==> src/rtl/mac_acc.sv <==
// rtl/mac_acc.sv - multiply-accumulate summing N_TERMS products per result
//
// Purpose:
//   Accepts unsigned 8-bit products from an upstream 4x4 multiplier and sums
//   N_TERMS of them. The completed sum is presented with a valid/ready
//   handshake. While a result is being presented, no new products are taken.
//
// Ports:
//   clk        clock; all state changes on the rising edge
//   rst        synchronous active-high reset (highest priority)
//   clr        synchronous abort; discards the partial or pending sum
//   p[7:0]     unsigned product
//   in_valid   p is valid this cycle
//   in_ready   block can accept p this cycle (depends on state only)
//   sum        completed sum; qualified only by out_valid
//   out_valid  sum is valid
//   out_ready  downstream accepts sum this cycle
//   cnt[3:0]   number of products accepted into the current sum
//
// Parameters:
//   N_TERMS    products per result, 1..16
//   ACC_W      accumulator / result width, 12 or more

module mac_acc #(
  parameter int N_TERMS = 4,
  parameter int ACC_W   = 12
) (
  input  logic             clk,
  input  logic             rst,
  input  logic             clr,
  input  logic [7:0]       p,
  input  logic             in_valid,
  output logic             in_ready,
  output logic [ACC_W-1:0] sum,
  output logic             out_valid,
  input  logic             out_ready,
  output logic [3:0]       cnt
);

  typedef enum logic {
    ST_ACC  = 1'b0,
    ST_HOLD = 1'b1
  } state_t;

  // Count value held just before the final product is accepted. cnt is only
  // four bits wide, so with N_TERMS=16 it reads 0 while the result is held.
  localparam logic [3:0] LAST_CNT = 4'(N_TERMS - 1);

  state_t           state, state_n;
  logic [ACC_W-1:0] acc, acc_n;
  logic [ACC_W-1:0] sum_n;
  logic [3:0]       cnt_n;
  logic [ACC_W-1:0] p_ext;
  logic [ACC_W-1:0] acc_plus_p;

  assign p_ext      = {{(ACC_W-8){1'b0}}, p};
  assign acc_plus_p = acc + p_ext;

  // Handshake outputs come straight from the state register so that there is
  // no combinational path from in_valid or out_ready.
  assign in_ready  = (state == ST_ACC);
  assign out_valid = (state == ST_HOLD);

  always_ff @(posedge clk) begin
    if (rst) begin
      state <= ST_ACC;
      acc   <= '0;
      cnt   <= '0;
      sum   <= '0;
    end else begin
      state <= state_n;
      acc   <= acc_n;
      cnt   <= cnt_n;
      sum   <= sum_n;
    end
  end

  always_comb begin
    state_n = state;
    acc_n   = acc;
    cnt_n   = cnt;
    sum_n   = sum;

    if (clr) begin
      // Abort wins over any accept or output handshake; sum keeps its old
      // value because out_valid alone qualifies it.
      state_n = ST_ACC;
      acc_n   = '0;
      cnt_n   = '0;
    end else begin
      unique case (state)
        ST_ACC: begin
          if (in_valid) begin
            acc_n = acc_plus_p;
            cnt_n = cnt + 4'd1;
            if (cnt == LAST_CNT) begin
              sum_n   = acc_plus_p;
              state_n = ST_HOLD;
            end
          end
        end
        ST_HOLD: begin
          if (out_ready) begin
            state_n = ST_ACC;
            acc_n   = '0;
            cnt_n   = '0;
          end
        end
        default: begin
          state_n = ST_ACC;
        end
      endcase
    end
  end

endmodule

==> config.mk <==
export PLATFORM = sky130hd
export DESIGN_NAME = mac_acc
export DESIGN_NICKNAME = d
export VERILOG_FILES = /design/src/rtl/mac_acc.sv
export SDC_FILE = /design/constraint.sdc
export NUM_CORES = 1
export LEC_CHECK = 0
export ABC_AREA = 1
export ABC_CLOCK_PERIOD_IN_PS = 2250
export BUFFER_PORTS_ARGS = -buffer_cell sky130_fd_sc_hd__buf_4
export CORE_ASPECT_RATIO = 0.6
export CORE_MARGIN = 2
export CORE_UTILIZATION = 35
export DETAILED_ROUTE_END_ITERATION = 7
export SLEW_MARGIN = 20
export SYNTH_ARGS = -nofsm -noshare
export SYNTH_HDL_FRONTEND = slang
export SYNTH_SLANG_ARGS = --single-unit
==> constraint.sdc <==
create_clock -name clk -period 2.25 [get_ports clk]
set_clock_uncertainty 0.2 [all_clocks]
set_input_delay 0.45 -clock clk [delete_from_list [all_inputs] [get_ports clk]]
set_output_delay 0.45 -clock clk [all_outputs]
set_load 0.02 [all_outputs]
# Word-level counts from Yosys, hierarchy flattened

Index checks and enable logic that the tools add are counted.

Flip-flop bits (word level): 29
Bits of input ports: 13
Logic and storage cells: 24

$add $sub $neg: 2
Eq/ne operators: 3
Muxes and demuxes: 10
Bitwise operators: 2
Reductions and logical operators: 3

Operator list:

| kind                                                                  | number |
|---|---|
| 12-bit two-way mux                                                    | 2 |
| 12-bit case mux with 2 select lines                                   | 1 |
| 12-bit by 8-bit adder with 12-bit output                              | 1 |
| 4-bit two-way mux                                                     | 2 |
| 4-bit case mux with 2 select lines                                    | 1 |
| 4-bit by 1-bit adder with 4-bit output, second input constant         | 1 |
| 4-bit by 2-bit equality test with 1-bit output, second input constant | 1 |
| 2-bit inequality test, second input constant                          | 2 |
| 4-bit AND reduction                                                   | 1 |
| 1-bit two-way mux                                                     | 3 |
| 1-bit NOT                                                             | 2 |
| 1-bit case mux with 2 select lines                                    | 1 |
| 2-bit AND reduction                                                   | 1 |
| 2-bit OR reduction                                                    | 1 |

# Depth between registers and ports, before layout

Gate-level depths: netlist (run 1).

Depth after elaboration: 4
Gate-level depth with buffers: 13

# Worst setup path before layout (run 1)

Ideal clock, no wire load.

Path type: input to register
Start: input port p[0]
End: register sum[8]
Data arrival time: 1.681 ns
Path slack: 0.253 ns
Stages: 13
Buffers on the path: 0
Cells stage by stage: ha_1 > inv_1 > fa_1 > inv_1 > nand3_1 > nand3_1 > nand2_1 > nand2_1 > nand2_1 > nand2_1 > nand2_1 > o211ai_1 > inv_1

Cells in the longest elaborated chain, start to end: 1

RTL lines:

| item                                     | RTL line | RTL |
|---|---|---|
| start: declaration                       | 31       | `input logic [7:0] p,` |
| 12-bit by 8-bit adder with 12-bit output | 57       | `assign acc_plus_p = acc + p_ext;` |
| end signal: assignment                   | 74       | `sum <= sum_n;` |
| end: declaration                         | 34       | `output logic [ACC_W-1:0] sum,` |

No other way between the ends.
A chain may end at the register's enable or synchronous reset.

# Final worst setup path (run 1)

Start: register acc[0]
End: register sum[8]

Cells in the longest elaborated chain, start to end: 1

RTL lines:

| item                                     | RTL line | RTL |
|---|---|---|
| start: declaration                       | 50       | `logic [ACC_W-1:0] acc, acc_n;` |
| start signal: assignment                 | 72       | `acc <= acc_n;` |
| 12-bit by 8-bit adder with 12-bit output | 57       |  |

No other way between the ends.

==> run summary, run 1 <==
Worst setup SP type -> flip-flop
register share of total power -> 48.4%
Synth Cell Area -> 1690 µm²
critical path's largest stage delay -> 0.40 ns
Chip Height -> 57.8 µm
area occupied by multi-input gates -> 943 µm²
fill count -> 501
Critical Path Sink Type -> flip-flop
setup slack at placement -> 0.0390 ns
TritonCTS clock tree -> done
max_slew headroom -> 62.0%
TritonRoute pass-1 iters -> 4
distinct cell type count after synthesis -> 30
post-route setup slack -> 0.276 ns
number of global-route vias before repair -> 1,396
crit-path max FO -> 3
final setup fails -> 0
Setup CP Type -> reg2reg
TritonCTS buffer count -> 5
Net Sw Frac -> 27.3%
initial antenna violation count -> 0
max cap viols -> 0
minimum clock period -> 1.97 ns
Worst-Skew Late Latency -> 0.28 ns
synthesis-to-finish area growth -> 21.9%
Root Buffer -> clkbuf_8
Final #Nets -> 303
cell family with most CP delay -> adder cells
die width -> 93.6 µm
DR vias -> 1,623
r2r startpoint -> acc[0]
Final Total Pwr -> 1090 µW
first-pass GRT wire length -> 6640 µm
FF+latch area -> 581 µm²
hold path startpoint -> rst
Initial DRC Count -> 89
RSZ-0062 raised after global routing -> false
P_leak -> 0.00104 µW
diode count -> 0
Setup TNS -> 0 ns
Max clock buf depth -> 2
count of pins over their slew limit -> 0
FP Rows -> 19
WP buf/inv -> 3
worst path required time -> 2.22 ns
outcome -> complete, no violations
Avg Inst Size Synth -> 6.85 µm²
Sink Count -> 29
# DRC -> 0
crit share post-route -> 87.7%
Seq cells post-synth -> 29
number of synthesized flops with an enable pin -> 0
final core utilization -> 44.5%
hold buffers post-CTS -> 0
Clock Power Share -> 38.2%
Core Area -> 4610 µm²
largest net degree at the start of global routing -> 18
synthesized net count -> 269
hpwl dp -> 3100 µm
gpl congestion -> 0.819
Total Routing Usage GR -> 15.8%
maximum vdd drop -> 239 µV
slew at the pin with the worst max-slew slack -> 0.569 ns
vias per cell -> 4.72
gr ovfl total -> 0
share of cells above drive strength 1 -> 19.6%
Yosys warning count -> 0
PortBufs -> 30
CP startpoint -> acc[0]
Top Ports -> 31
Post-synth top flop -> dfxtp_1
Seq/Total Area, Yosys -> 34.4%
fraction of registers with async set/reset -> 0%
final wirelength -> 4020 µm
switching power total -> 297 µW
Die ar. -> 5400 µm²
fmax -> 507 MHz
Post-Syn Instances -> 246
Initial Utilization -> 36.5%
Pint -> 790 µW
Final ANT Viol Nets -> 0
H-tree lvl count -> 2
worst min-delay path class -> in2reg
Hold Vio Cnt, Final -> 0
combinational power share -> 13.4%
most used cell along the critical path -> nand2_1
clk slew on worst S/H paths -> 0.06 ns
Critical-path top delay cell -> fa_1
PwrDens -> 529 nW/µm²
Worst EP arrival -> 1.94 ns
crit path cell chain -> ha_1 > inv_1 > fa_1 > inv_1 > nand3_1 > nand3_2 > nand2_1 > nand2_1 > nand2_1 > nand2_1 > nand2_1 > o211ai_1 > inv_1
Avg WL per Cell -> 11.7 µm
-- registers in the layout, summed over array words and instances (netlist names) --
| register | flops |
|---|---|
| out_valid | 1 |
| sum | 12 |
| cnt | 4 |
| acc | 12 |
-- final timing paths --
check	to	slack, ns	cells past startpoint
max	sum[8]	0.28	13
min	sum[2]	0.20	2
max reg2reg	sum[8]	0.28	13
min reg2reg	sum[2]	0.27	2
-- placed cells by master, fill, tap and decap left out, types with 3 or more instances in the layout --
cell type	count
nand2_1	69
buf_4	32
inv_1	29
dfxtp_1	29
nor2_1	26
a21oi_1	17
nand3_1	15
ha_1	9
o21ai_0	6
nand4_1	5
xor2_1	5
clkbuf_8	5
inv_2	4
nand2_2	4
o21ai_1	4
nand3_2	3
clkinv_2	3
a21o_1	3
-- final cells by class --
cell class | instances | area share [%]
Inverter | 34 | 6.27
Clock inverter | 2 | 0.487
Clock buffer | 6 | 3.53
Sequential cell | 29 | 28.3
Multi-Input combinational cell | 178 | 45.9
Timing Repair Buffer | 32 | 11.7
Tap cell | 63 | 3.84
-- kinds of logic after synthesis --
group,Yosys count,share of synthesized area [%]
compound gates,34,11.1
xor+xnor,7,4.08
fa+ha+maj,10,7.87
buf+inv,39,9.87
flops,29,34.4
simple gates,127,32.6
-- power groups by stage --
stage	Clock [µW]	Sequential (µW)	Combinational [µW]
after floorplan	0	538	96.8
after global placement	0	538	145
after detailed placement	0	538	146
after CTS	427	526	147
after global routing	449	527	165
final	415	527	146
-- metal layers --
layer | GRT usage, % | vias to the layer above | routed length (µm)
met2 | 21.9 | 35 | 1540
met3 | 4.16 | 5 | 250
li1 | - | 854 | -
met5 | 0 | - | 0
met4 | 3.11 | 0 | 23
met1 | 24.6 | 729 | 2210
-- stage by stage --
step | hold slack, ns | instances | cell area (µm²)
after floorplan | 0.244 | 246 | 1690
after global placement | 0.260 | 336 | 1970
after detailed placement | 0.262 | 336 | 1970
after CTS | 0.199 | 344 | 2050
after global routing | 0.210 | 344 | 2050
final | 0.204 | 344 | 2050
-- what timing repair did --
action | in CTS | in global routing
buffers inserted | 0 | 0
setup endpoints to repair | 0 | 1
resized for setup | 0 | 1
-- Yosys cell counts (4+ instances only) --
cell type	number	area, µm²
nand3_1	16	80.1
dfxtp_1	29	581
nor2_1	26	97.6
inv_2	4	15.0
o21ai_1	4	20.0
a21oi_1	17	85.1
nand2_1	69	259
o21ai_0	6	30.0
inv_1	29	109
xor2_1	5	43.8
nand2_2	4	25.0
nand4_1	5	31.3
ha_1	9	113
Power figures use the tool's default switching activity.
==> run 2, diff against run 1 <==
--- a/config.mk
+++ b/config.mk
@@ -7,7 +7,7 @@
 export LEC_CHECK = 0
 export ABC_AREA = 1
 export ABC_CLOCK_PERIOD_IN_PS = 2250
-export BUFFER_PORTS_ARGS = -buffer_cell sky130_fd_sc_hd__buf_4
+export BUFFER_PORTS_ARGS = -buffer_cell sky130_fd_sc_hd__buf_2
 export CORE_ASPECT_RATIO = 0.6
 export CORE_MARGIN = 2
 export CORE_UTILIZATION = 35
==> run 2 against run 1 <==
Compared with the run above:
- sequential share of layout area rose by 0.80 points
- die area did not move
- via count down 1.9%
- non-clock buffer count did not move
- global-route usage is 0.27 points lower
- fmax shrank 0.50%
- power is 4.6% higher
- largest cell class unchanged
==> run summary, run 2 (same netlist as run 1, synthesis figures left out) <==
outcome -> complete, no violations
Core Area -> 4610 µm²
crit path cell chain -> ha_1 > inv_1 > fa_1 > inv_1 > nand3_1 > nand3_2 > nand2_1 > nand2_1 > or2_1 > nand3_1 > a21oi_1
combinational power share -> 12.2%
Hold Vio Cnt, Final -> 0
Sink Count -> 29
register share of total power -> 46.3%
Net Sw Frac -> 25.7%
critical path's largest stage delay -> 0.40 ns
final setup fails -> 0
gr ovfl total -> 0
minimum clock period -> 1.98 ns
max_slew headroom -> 63.7%
first-pass GRT wire length -> 6460 µm
Critical Path Sink Type -> flip-flop
# DRC -> 0
Pint -> 846 µW
Worst EP arrival -> 1.99 ns
Final #Nets -> 303
clk slew on worst S/H paths -> 0.07 ns
vias per cell -> 4.63
H-tree lvl count -> 2
hpwl dp -> 3050 µm
slew at the pin with the worst max-slew slack -> 0.544 ns
synthesis-to-finish area growth -> 18.6%
Avg WL per Cell -> 11.4 µm
number of global-route vias before repair -> 1,405
final wirelength -> 3910 µm
final core utilization -> 43.3%
gpl congestion -> 0.851
Critical-path top delay cell -> fa_1
crit share post-route -> 88.2%
Max clock buf depth -> 2
worst path required time -> 2.25 ns
initial antenna violation count -> 0
Initial DRC Count -> 65
Initial Utilization -> 36.5%
P_leak -> 0.00104 µW
Post-DP Area -> 1890 µm²
crit-path max FO -> 3
fmax -> 504 MHz
Top Ports -> 31
TritonCTS clock tree -> done
Worst setup SP type -> flip-flop
TritonCTS buffer count -> 5
Worst-Skew Late Latency -> 0.28 ns
RSZ-0062 raised after global routing -> false
Final ANT Viol Nets -> 0
fin area -> 2000 µm²
max cap viols -> 0
PortBufs -> 30
share of cells above drive strength 1 -> 19.9%
worst min-delay path class -> in2reg
Total Routing Usage GR -> 15.6%
hold buffers post-CTS -> 0
DR vias -> 1,592
die width -> 93.6 µm
Regs by FF count -> acc (12), sum (12), cnt (4)
Setup CP Type -> reg2reg
post-route setup slack -> 0.266 ns
largest net degree at the start of global routing -> 18
count of pins over their slew limit -> 0
most frequent cells in the layout -> nand2_1, buf_2, inv_1, dfxtp_1, nor2_1
maximum vdd drop -> 259 µV
TritonRoute pass-1 iters -> 4
FP Rows -> 19
Chip Height -> 57.8 µm
PwrDens -> 569 nW/µm²
Clock Power Share -> 41.6%
fill count -> 493
Root Buffer -> clkbuf_8
diode count -> 0
setup slack at placement -> 0.0245 ns
Setup TNS -> 0 ns
switching power total -> 292 µW
most common cell after layout, fill and taps aside -> nand2_1
Die ar. -> 5400 µm²
## run 2: final timing paths
kind	cells past startpoint	endpoint	slack (ns)	start
hold reg to reg	2	acc[4]	0.27	acc[4]
hold / removal	2	sum[2]	0.25	rst
setup reg to reg	11	acc[6]	0.27	acc[0]
setup / recovery	11	acc[6]	0.27	acc[0]
## run 2: critical path, delay by kind of cell, from the launching register on
| kind | cells | cell delay [ns] |
|---|---|---|
| AO/OA/AOI/OAI | 1 | 0.13 |
| adder cells (fa/ha/maj) | 2 | 0.57 |
| buffers and inverters | 2 | 0.14 |
| flip-flops | 1 | 0.33 |
| AND/OR/NAND/NOR | 6 | 0.54 |
## run 2: what timing repair did
item | CTS | global route
hold endpoints to repair | 0 | 0
setup endpoints to repair | 0 | 1
resized for setup | 0 | 1
buffers inserted | 0 | 0
## run 2: metrics by stage
| stage | power, µW | std cells | hold WS (ns) |
|---|---|---|---|
| after floorplan | 635 | 246 | 0.244 |
| after global placement | 676 | 336 | 0.260 |
| after detailed placement | 676 | 336 | 0.264 |
| after CTS | 1150 | 344 | 0.238 |
| after global routing | 1200 | 344 | 0.232 |
| final | 1140 | 344 | 0.246 |
## run 2: metal layers
layer | up-vias | GRT usage (%) | wire, µm
met5 | - | 0 | 0
met4 | 0 | 3.11 | 12
met3 | 4 | 4.68 | 252
met2 | 35 | 20.8 | 1500
met1 | 699 | 24.4 | 2150
li1 | 854 | - | -
## run 2: layout make-up
class                   count  area, µm²  share of cell area, %
inverters                  34        129                   6.45
well taps                  63       78.8                   3.94
repair buffers             32        165                   8.27
flip-flops and latches     29        581                   29.1
clock inverters             1       5.00                  0.250
clock buffers               7       96.3                   4.82
multi-input cells         178        943                   47.2
## run 2: power groups by stage
| stage | registers [µW] | clock network (µW) | logic [µW] |
|---|---|---|---|
| floorplan | 538 | 0 | 96.8 |
| global placement | 538 | 0 | 138 |
| detailed placement | 537 | 0 | 139 |
| CTS | 526 | 489 | 139 |
| global route | 527 | 516 | 156 |
| finish | 526 | 473 | 139 |
==> run 3, diff against run 2 <==
--- a/config.mk
+++ b/config.mk
@@ -12,6 +12,7 @@
 export CORE_MARGIN = 2
 export CORE_UTILIZATION = 35
 export DETAILED_ROUTE_END_ITERATION = 7
+export SKIP_CTS_REPAIR_TIMING = 1
 export SLEW_MARGIN = 20
 export SYNTH_ARGS = -nofsm -noshare
 export SYNTH_HDL_FRONTEND = slang
==> constraint.sdc (replaced) <==
create_clock -name clk -period 2.25 [get_ports clk]
set_clock_uncertainty 0.2 [all_clocks]
set_input_delay 0.45 -clock clk [delete_from_list [all_inputs] [get_ports clk]]
set_output_delay 0.45 -clock clk [all_outputs]
set_load 0.1 [all_outputs]
==> run 3 against run 2 <==
Compared with the run above:
- global-route usage grew 0.28 points
- power decreased by 4.6%
- hold slack lost 0.0067 ns
- sequential share of layout area is 0.48 points higher
- routed wire length increased by 1.6%
- final cell count is the same
- flip-flop and latch count unchanged
- worst setup slack got worse by 0.038 ns
- combinational power increased by 6%
- cell area is 1.0% lower
- via count is the same
- clock power is 13% lower
- critical endpoint unchanged
- highest routed layer is now met3
==> run summary, run 3 (same netlist as run 1, synthesis figures left out) <==
Sink Count -> 29
gr ovfl total -> 0
cell family with most CP delay -> simple AND/OR/NAND/NOR gates
Final ANT Viol Nets -> 0
crit-path max FO -> 3
FF+latch area -> 584 µm²
crit path cell chain -> ha_1 > inv_1 > fa_1 > inv_1 > nand3_1 > nand3_1 > nand2_1 > nand2_1 > or2_1 > nand3_1 > a21oi_1
maximum vdd drop -> 297 µV
TritonCTS buffer count -> 5
Worst EP arrival -> 2.02 ns
most common cell after layout, fill and taps aside -> nand2_1
Initial Utilization -> 36.5%
Crit. path cell count -> 11
crit share post-route -> 89.9%
Final #Nets -> 303
Initial DRC Count -> 131
first-pass GRT wire length -> 6600 µm
FF-to-FF setup slack -> 0.23 ns
Worst setup SP type -> flip-flop
Chip Height -> 57.8 µm
most frequent cells in the layout -> nand2_1, buf_2, inv_1
FF-to-FF path depth -> 11
Core Area -> 4610 µm²
DR vias -> 1,592
Avg WL per Cell -> 11.5 µm
WHS -> 0.239 ns
Critical-path top delay cell -> fa_1
clk slew on worst S/H paths -> 0.07 ns
diode count -> 0
WP buf/inv -> 2
max cap viols -> 0
final wirelength -> 3970 µm
Regs by FF count -> acc (12), sum (12), cnt (4)
Top Ports -> 31
Setup CP Type -> reg2reg
fill count -> 502
hold path startpoint -> out_ready
TritonCTS clock tree -> done
gpl congestion -> 0.798
fmax -> 494 MHz
# DRC -> 0
slew at the pin with the worst max-slew slack -> 0.564 ns
FP Rows -> 19
Max clock buf depth -> 2
largest net degree at the start of global routing -> 18
r2r startpoint -> acc[0]
Worst-Skew Late Latency -> 0.28 ns
setup slack at placement -> 0.0378 ns
Die ar. -> 5400 µm²
final core utilization -> 42.9%
PortBufs -> 30
synthesis-to-finish area growth -> 17.4%
TritonRoute pass-1 iters -> 4
Worst Hold Path EP -> out_valid
Critical Path Sink Type -> flip-flop
worst path required time -> 2.25 ns
outcome -> complete, no violations
Hold Vio Cnt, Final -> 0
worst min-delay path class -> in2reg
minimum clock period -> 2.02 ns
count of pins over their slew limit -> 0
hpwl dp -> 3060 µm
vias per cell -> 4.63
area occupied by multi-input gates -> 938 µm²
Setup TNS -> 0 ns
most used cell along the critical path -> nand3_1
Root Buffer -> clkbuf_8
H-tree lvl count -> 2
max_slew headroom -> 62.3%
share of cells above drive strength 1 -> 20.3%
critical path's largest stage delay -> 0.40 ns
final setup fails -> 0
die width -> 93.6 µm
initial antenna violation count -> 0
worst reg2reg endpoint -> acc[6]
hold path depth -> 3
P_leak -> 0.00103 µW
Total Routing Usage GR -> 15.8%
post-route setup slack -> 0.228 ns
number of global-route vias before repair -> 1,464
PwrDens -> 549 nW/µm²
Final Total Pwr -> 1090 µW
RSZ-0062 raised after global routing -> false
[run 3: changes by cell type in the layout (fill, tap and decap cells not counted)]
cell | previous run | this run
nand3_2 | 3 | 2
dfxtp_1 | 29 | 26
clkbuf_8 | 7 | 5
nand3_1 | 15 | 16
dfxtp_2 | 0 | 3
clkbuf_1 | 0 | 1
clkinv_2 | 2 | 3
[run 3: cell type report]
cell class / count / area share [%]
clock buffer: 6 / 3.67
clock inverter: 2 / 0.506
inverter: 34 / 6.51
multi-input combinational: 178 / 47.4
sequential: 29 / 29.5
tap: 63 / 3.98
timing repair buffer: 32 / 8.35
[run 3: worst max-delay path by stage]
stage | startpoint | end | slack, ns
5_1_grt | acc[0] | acc[6] | 0.01
4_1_cts | acc[0] | acc[6] | 0.21
2_1_floorplan | out_valid | sum[8] | 0.10
3_3_place_gp | p[0] | sum[6] | 0.05
3_5_place_dp | p[0] | acc[6] | 0.04
6_report | acc[0] | acc[6] | 0.23
[run 3: worst register-to-register path, cell delays in order, from the launching register on]
cell	delay (ns)
dfxtp_1	0.33
ha_1	0.16
inv_1	0.05
fa_1	0.40
inv_1	0.10
nand3_1	0.07
nand3_1	0.13
nand2_1	0.07
nand2_1	0.12
or2_1	0.12
nand3_1	0.06
a21oi_1	0.13
[run 3: report_power, final]
part	leakage [µW]	total, µW	internal, µW	switching (µW)
Sequential	0.000236	527	521	5.17
Combinational	0.000744	147	48.3	99.0
Clock	0.0000450	412	214	198
Total	0.00103	1090	784	302
[run 3: per-layer routing]
layer / vias up / global-route usage [%] / wire, µm
li1: 847 / - / -
met2: 48 / 23.7 / 1560
met3: 0 / 4.55 / 341
met1: 697 / 23.0 / 2070
met5: - / 0 / 0
met4: 0 / 3.11 / 0
[run 3: through the flow]
step / instance area (µm²) / cells
3_3_place_gp: 1900 / 336
6_report: 1980 / 344
3_5_place_dp: 1900 / 336
2_1_floorplan: 1690 / 246
4_1_cts: 1980 / 344
5_1_grt: 1980 / 344
